## src/rtl/jj_cntr_sweep_ctrl.sv

```systemverilog
// Round-robin sweep sequencer for a loadable up/down counter: grants one of two
// requesters, loads the start value, steps toward the stop value, then holds.
module jj_cntr_sweep_ctrl #(
  parameter int W = 4
) (
  input  logic         clk,
  input  logic         clr,
  input  logic         req0,
  input  logic [W-1:0] start0,
  input  logic [W-1:0] stop0,
  input  logic         req1,
  input  logic [W-1:0] start1,
  input  logic [W-1:0] stop1,
  input  logic [W-1:0] cnt_q,
  output logic         cnt_ld,
  output logic [W-1:0] cnt_d,
  output logic         cnt_up_down,
  output logic [1:0]   gnt,
  output logic         busy,
  output logic         done,
  output logic         done_id
);

  // state | meaning
  // IDLE  | counter held, arbitrating requests
  // LOAD  | counter loaded with latched start value
  // RUN   | counter stepping toward stop value
  // DONE  | counter held, done pulse asserted
  typedef enum logic [1:0] {IDLE, LOAD, RUN, DONE} state_t;

  state_t       state, state_nxt;
  logic         rr, id_r, dir_r;
  logic [W-1:0] start_r, stop_r;
  logic         grant_any, grant_id;

  assign grant_any = req0 | req1;
  assign grant_id  = (req0 & req1) ? rr : req1;
  assign busy      = (state != IDLE);

  always_comb begin
    state_nxt   = state;
    cnt_ld      = 1'b1;
    cnt_d       = cnt_q;
    cnt_up_down = 1'b0;
    case (state)
      IDLE: begin
        if (grant_any) state_nxt = LOAD;
      end
      LOAD: begin
        cnt_d       = start_r;
        cnt_up_down = dir_r;
        state_nxt   = (start_r == stop_r) ? DONE : RUN;
      end
      RUN: begin
        cnt_up_down = dir_r;
        // Mealy on cnt_q: stop stepping the same cycle the stop value appears
        if (cnt_q != stop_r) begin
          cnt_ld = 1'b0;
        end else begin
          cnt_d     = stop_r;
          state_nxt = DONE;
        end
      end
      DONE: begin
        state_nxt = IDLE;
      end
      default: state_nxt = IDLE;
    endcase
  end

  always_ff @(posedge clk or posedge clr) begin
    if (clr) begin
      state   <= IDLE;
      gnt     <= 2'b00;
      done    <= 1'b0;
      done_id <= 1'b0;
      rr      <= 1'b0;
      id_r    <= 1'b0;
      start_r <= '0;
      stop_r  <= '0;
      dir_r   <= 1'b0;
    end else begin
      state   <= state_nxt;
      done    <= (state_nxt == DONE);
      done_id <= (state_nxt == DONE) ? id_r : 1'b0;
      if (state == IDLE && grant_any) begin
        gnt     <= grant_id ? 2'b10 : 2'b01;
        id_r    <= grant_id;
        start_r <= grant_id ? start1 : start0;
        stop_r  <= grant_id ? stop1 : stop0;
        dir_r   <= grant_id ? (stop1 >= start1) : (stop0 >= start0);
      end
      if (state == DONE) begin
        gnt <= 2'b00;
        rr  <= ~id_r;
      end
    end
  end

endmodule

```

## config.mk

```make
export PLATFORM = sky130hd
export DESIGN_NAME = jj_cntr_sweep_ctrl
export DESIGN_NICKNAME = d
export VERILOG_FILES = /design/src/rtl/jj_cntr_sweep_ctrl.sv
export SDC_FILE = /design/constraint.sdc
export NUM_CORES = 1
export LEC_CHECK = 0
export CAP_MARGIN = 20
export CORE_MARGIN = 1.5
export CORE_UTILIZATION = 25
export DETAILED_ROUTE_END_ITERATION = 16
export DONT_BUFFER_PORTS = 1
export PLACE_DENSITY = 0.44
export SYNTH_ARGS = -nofsm -noshare
export SYNTH_HDL_FRONTEND = slang
export SYNTH_SLANG_ARGS = --single-unit
```

## constraint.sdc

```tcl
create_clock -name clk -period 2.32 [get_ports clk]
set_input_delay 0.232 -clock clk [delete_from_list [all_inputs] [get_ports clk]]
set_output_delay 0.232 -clock clk [all_outputs]
set_load 0.005 [all_outputs]
```

[Word-level counts from Yosys, hierarchy flattened]
Cells that the tools add are included.
Operators by class
  reductions and logical operators: 5
  $add $sub $neg: 0
  multipliers: 0
  bitwise logic cells: 3
  shift operators: 0
  multiplexer cells: 17
  magnitude comparators: 2
  equal/unequal tests: 6
  div/mod/pow operators: 0
Operators with widths (count)
  4-bit 2-to-1 mux: 3
  2-bit 2-to-1 mux: 5
  4-bit >= comparator: 2
  2-bit one-hot mux with 4 select lines: 1
  4-bit one-hot mux with 2 select lines: 1
  1-bit 2-to-1 mux: 7
  2-bit == test (second input constant): 3
  4-bit == test: 1
  4-bit != test: 1
  2-bit nonzero test: 2
  2-bit by 1-bit == test with 1-bit output (second input constant): 1
  2-bit zero test: 1
  2-bit OR reduction: 1
  1-bit AND: 1
  1-bit logical AND: 1
  1-bit inverter: 1
  1-bit OR: 1
Word-level totals
  RAM bits: 0
  memories kept: 0
  bits in latches: 0
  memory bits (read-only): 0
  input bits: 24
  logic and storage cells: 42
  bits in registers: 17

[Logic depth before layout (Yosys ltp)]
  depth after elaboration: 5
  mapped depth: 6
  mapped depth without buffers: 6

[Worst setup path before layout]
Ideal clock, no wire load.
  kind: register -> register
  start point: register state[0]
  end point: register done
  cell stages (with the launch flop): 6
  data arrival time: 1.380 ns
  path slack: 0.795 ns
  required time: 2.175 ns
  path through: dfrtp_1 -> inv_1 -> ha_1 -> inv_1 -> nor4_1 -> nor3b_2
On the way
  cells in the longest elaborated chain, start to end: 3
RTL lines
  start, declared: RTL line 31  | state_t state, state_nxt;
  start signal, assigned: RTL line 83  | state <= state_nxt;
  2-bit == test (tied with other cells): RTL line 45  | case (state)
  2-bit one-hot mux with 4 select lines *: RTL line 45
  2-bit == test *: RTL line 84  | done <= (state_nxt == DONE);
  end signal, assigned: RTL line 84
  end, declared: RTL line 20  | output logic done,
Every way passes the cells marked *; elsewhere a longest branch is shown, timed or not.
A chain may end at the register's enable or synchronous reset.

[Worst setup path in the final report]
  start point: register state[0]
  end point: output cnt_d[1]
On the way
  cells in the longest elaborated chain, start to end: 2
RTL lines
  2-bit == test / 2-bit by 1-bit == test with 1-bit output (equally long branches): RTL line 45
  4-bit one-hot mux with 2 select lines *: RTL line 45
  end, declared: RTL line 16  | output logic [W-1:0] cnt_d,
Marked as above.

==> impl_metrics.json <==
{
  "status": "complete, no violations",
  "dp_hpwl_um": 2170,
  "rows": 24,
  "max_clock_freq_mhz": 520,
  "wl_met3_um": 265,
  "wl_met1_um": 1180,
  "fin_skew_ns": 0.00591,
  "cts_hold_buf": 1,
  "cp_max_fo": 9,
  "core-area_sq_um": 4350,
  "antenna_left": 0,
  "grt_max_degree": 22,
  "critical-path-max-stage-delay_ns": 0.48,
  "vdd_ir_drop_max_v": 0.000222,
  "max_slew_margin_pct": 51.7,
  "initial_utilization_pct": 26.0,
  "met2_length_um": 1110,
  "min_path_type": "in -> reg",
  "critical_path_buf_inv_count": 1,
  "cp.arrival_ns": 1.69,
  "max_cap_violations": 0,
  "drc": 0,
  "fillers": 457,
  "insertion_delay_ns": 0.25,
  "grt_pass1_vias": 904,
  "grt_pass1_wl_um": 4240,
  "cp-start-kind": "flip-flop",
  "drtIter0Drc": 40,
  "rsz0062_at_grt": "false",
  "drive_above_1_share_pct": 8.47,
  "ios": 35,
  "cpLargestDelayFamily": "adder cells",
  "power_density_nw_per_um2": 1200,
  "antenna_cells": 0,
  "setup_violations": 0,
  "grt_use_total_pct": 11.1,
  "cts_num_sinks": 17,
  "dieArea_sq_um": 4940,
  "drt-wirelength-per-cell_um": 15.2,
  "synth_cell_types": 29,
  "cts_max_level": 1,
  "ys_seq_area_share_pct": 37.6,
  "synth.avg_cell_area_sq_um": 9.84,
  "cpMaxStageDelayCell": "ha_1",
  "p_leak_nw": 0.615,
  "cts_setup_buffers": 0,
  "vias_per_cell": 4.97,
  "area_growth_pct": 10.1,
  "syn-num-nets": 151,
  "cp-end-kind": "primary output",
  "cts_buffers": 3,
  "finalInstanceArea_sq_um": 1240,
  "die_w_um": 70.3,
  "yosysWarningCount": 0,
  "first_pass_iters": 4,
  "numPortBuffers": 0,
  "grt_overflow": 0,
  "tritoncts": "yes",
  "maxSlewViolCount": 0,
  "hold_violations": 0,
  "min_period_ns": 1.92,
  "clk_path_buf_depth": 2,
  "nets": 155,
  "netlist_area_sq_um": 1130,
  "place_congestion": 0.731,
  "timing.setup.tns_ns": 0,
  "cts-root-buf": "clkbuf_8",
  "ys_ff_latch": 17,
  "tightest_slew_ns": 0.720,
  "required_ns": 2.09,
  "route.top_layer_used": "met4",
  "dpl-instance-area_sq_um": 1190,
  "cts-resized-gates": 0,
  "antenna_found_initial": 0,
  "crit_chain": "inv_1 -> ha_1 -> nand2b_1 -> a32o_1",
  "syn_inst": 115,
  "postRouteWirelength_um": 2590,
  "min_period_over_period_pct": 82.9,
  "setup.worst_path.class": "reg -> out",
  "clk_pin_slew_ns": 0.07,
  "num_vias": 845,
  "dieHeight_um": 70.3
}
[synth_stat cells]
cell type,count,share of area [%]
dfrtp_1,17,38
inv_1,15,5.0
nand2_1,14,4.6
ha_1,12,13
o21ai_0,10,4.4
mux2i_1,8,7.1
xor2_1,7,5.4
a32o_1,4,3.5
nand2b_1,3,1.7
a211oi_1,2,1.3
a21oi_1,2,0.88
and2_1,2,1.1
clkbuf_1,2,0.66
nor2_1,2,0.66
a211o_1,1,0.77
a21boi_2,1,1.0
a221oi_1,1,0.77
a221oi_2,1,1.3
buf_4,1,0.66
nor3_1,1,0.44
nor3_2,1,0.88
nor3b_2,1,1.1
nor4_1,1,0.55
o211a_1,1,0.88
o21a_1,1,0.66
o31ai_1,1,0.66
o41ai_1,1,0.77
o41ai_2,1,1.4
xnor2_1,1,0.77
[sequential cells by signal, indices dropped and copies added, names as in the netlist]
register and cells:
id_r 1, gnt 2, start_r 4, dir_r 1, done 1, stop_r 4
done_id 1, state 2, rr 1
[logic make-up (layout without fill, tap and decap cells)]
family | count (synthesis) | count (layout) | share of synthesized area [%]
AOI/OAI and AO/OA | 27 | 27 | 18.5
and+or+nand+nor | 25 | 25 | 11.1
buffers and inverters | 18 | 21 | 6.31
DFF | 17 | 17 | 37.6
adders and majority gates | 12 | 12 | 13.3
xor gates and xnor gates | 8 | 8 | 6.19
muxes | 8 | 8 | 7.08
[per-layer routing]
metal	up-vias	GRT usage, %
met4	0	3.85
met2	36	15.9
met1	398	15.1
met5	-	0
met3	4	4.04
li1	407	-
[path summary, 6_finish.rpt]
check / from / to / slack [ns] / cells after the start
hold reg to reg: id_r / rr / 0.48 / 1
min in group asynchronous: clr / done_id / 0.50 / 2
hold / removal: req1 / state[0] / 0.18 / 2
max in group asynchronous: clr / stop_r[0] / 1.41 / 2
setup reg to reg: state[0] / state[0] / 0.57 / 5
setup / recovery: state[0] / cnt_d[1] / 0.40 / 4
[final cells by class]
class | count | area [sq um] | area share, %
flip-flops and latches | 17 | 425 | 34.2
clock inverters | 1 | 5.00 | 0.402
well taps | 52 | 65.1 | 5.23
multi-input cells | 80 | 634 | 51.0
repair buffers | 2 | 17.5 | 1.41
inverters | 15 | 56.3 | 4.52
clock buffers | 3 | 41.3 | 3.32
[report_power, final]
group / total (mW) / leakage [nW] / internal (mW) / switching (mW)
combinational: 0.700 / 0.380 / 0.288 / 0.411
clock: 0.220 / 0.0255 / 0.119 / 0.101
sequential: 0.569 / 0.210 / 0.439 / 0.130
total: 1.49 / 0.615 / 0.847 / 0.643
[layout by cell type, fill, tap and decap left out, drive strengths merged, types with 2 or more instances in the layout]
| master | instances |
|---|---|
| a211oi | 2 |
| o21ai | 10 |
| nand2b | 3 |
| clkbuf | 3 |
| a221oi | 2 |
| dfrtp | 17 |
| inv | 15 |
| o41ai | 2 |
| mux2i | 8 |
| and2 | 2 |
| a21oi | 2 |
| nor3 | 2 |
| xor2 | 7 |
| nand2 | 14 |
| nor2 | 2 |
| a32o | 4 |
| ha | 12 |
[metrics by stage]
stage / util (%) / std cells / hold WS, ns / total power, mW / worst slack [ns]
global route: 28.6 / 170 / 0.180 / 1.63 / 0.247
finish: 28.6 / 170 / 0.182 / 1.49 / 0.396
floorplan: - / 115 / 0.158 / 1.10 / 0.795
CTS: 28.6 / 170 / 0.177 / 1.51 / 0.381
detailed placement: 27.3 / 165 / 0.241 / 1.28 / 0.603
global placement: 27.3 / 165 / 0.244 / 1.26 / 0.672
No activity file was read; power rests on OpenSTA's default activity.
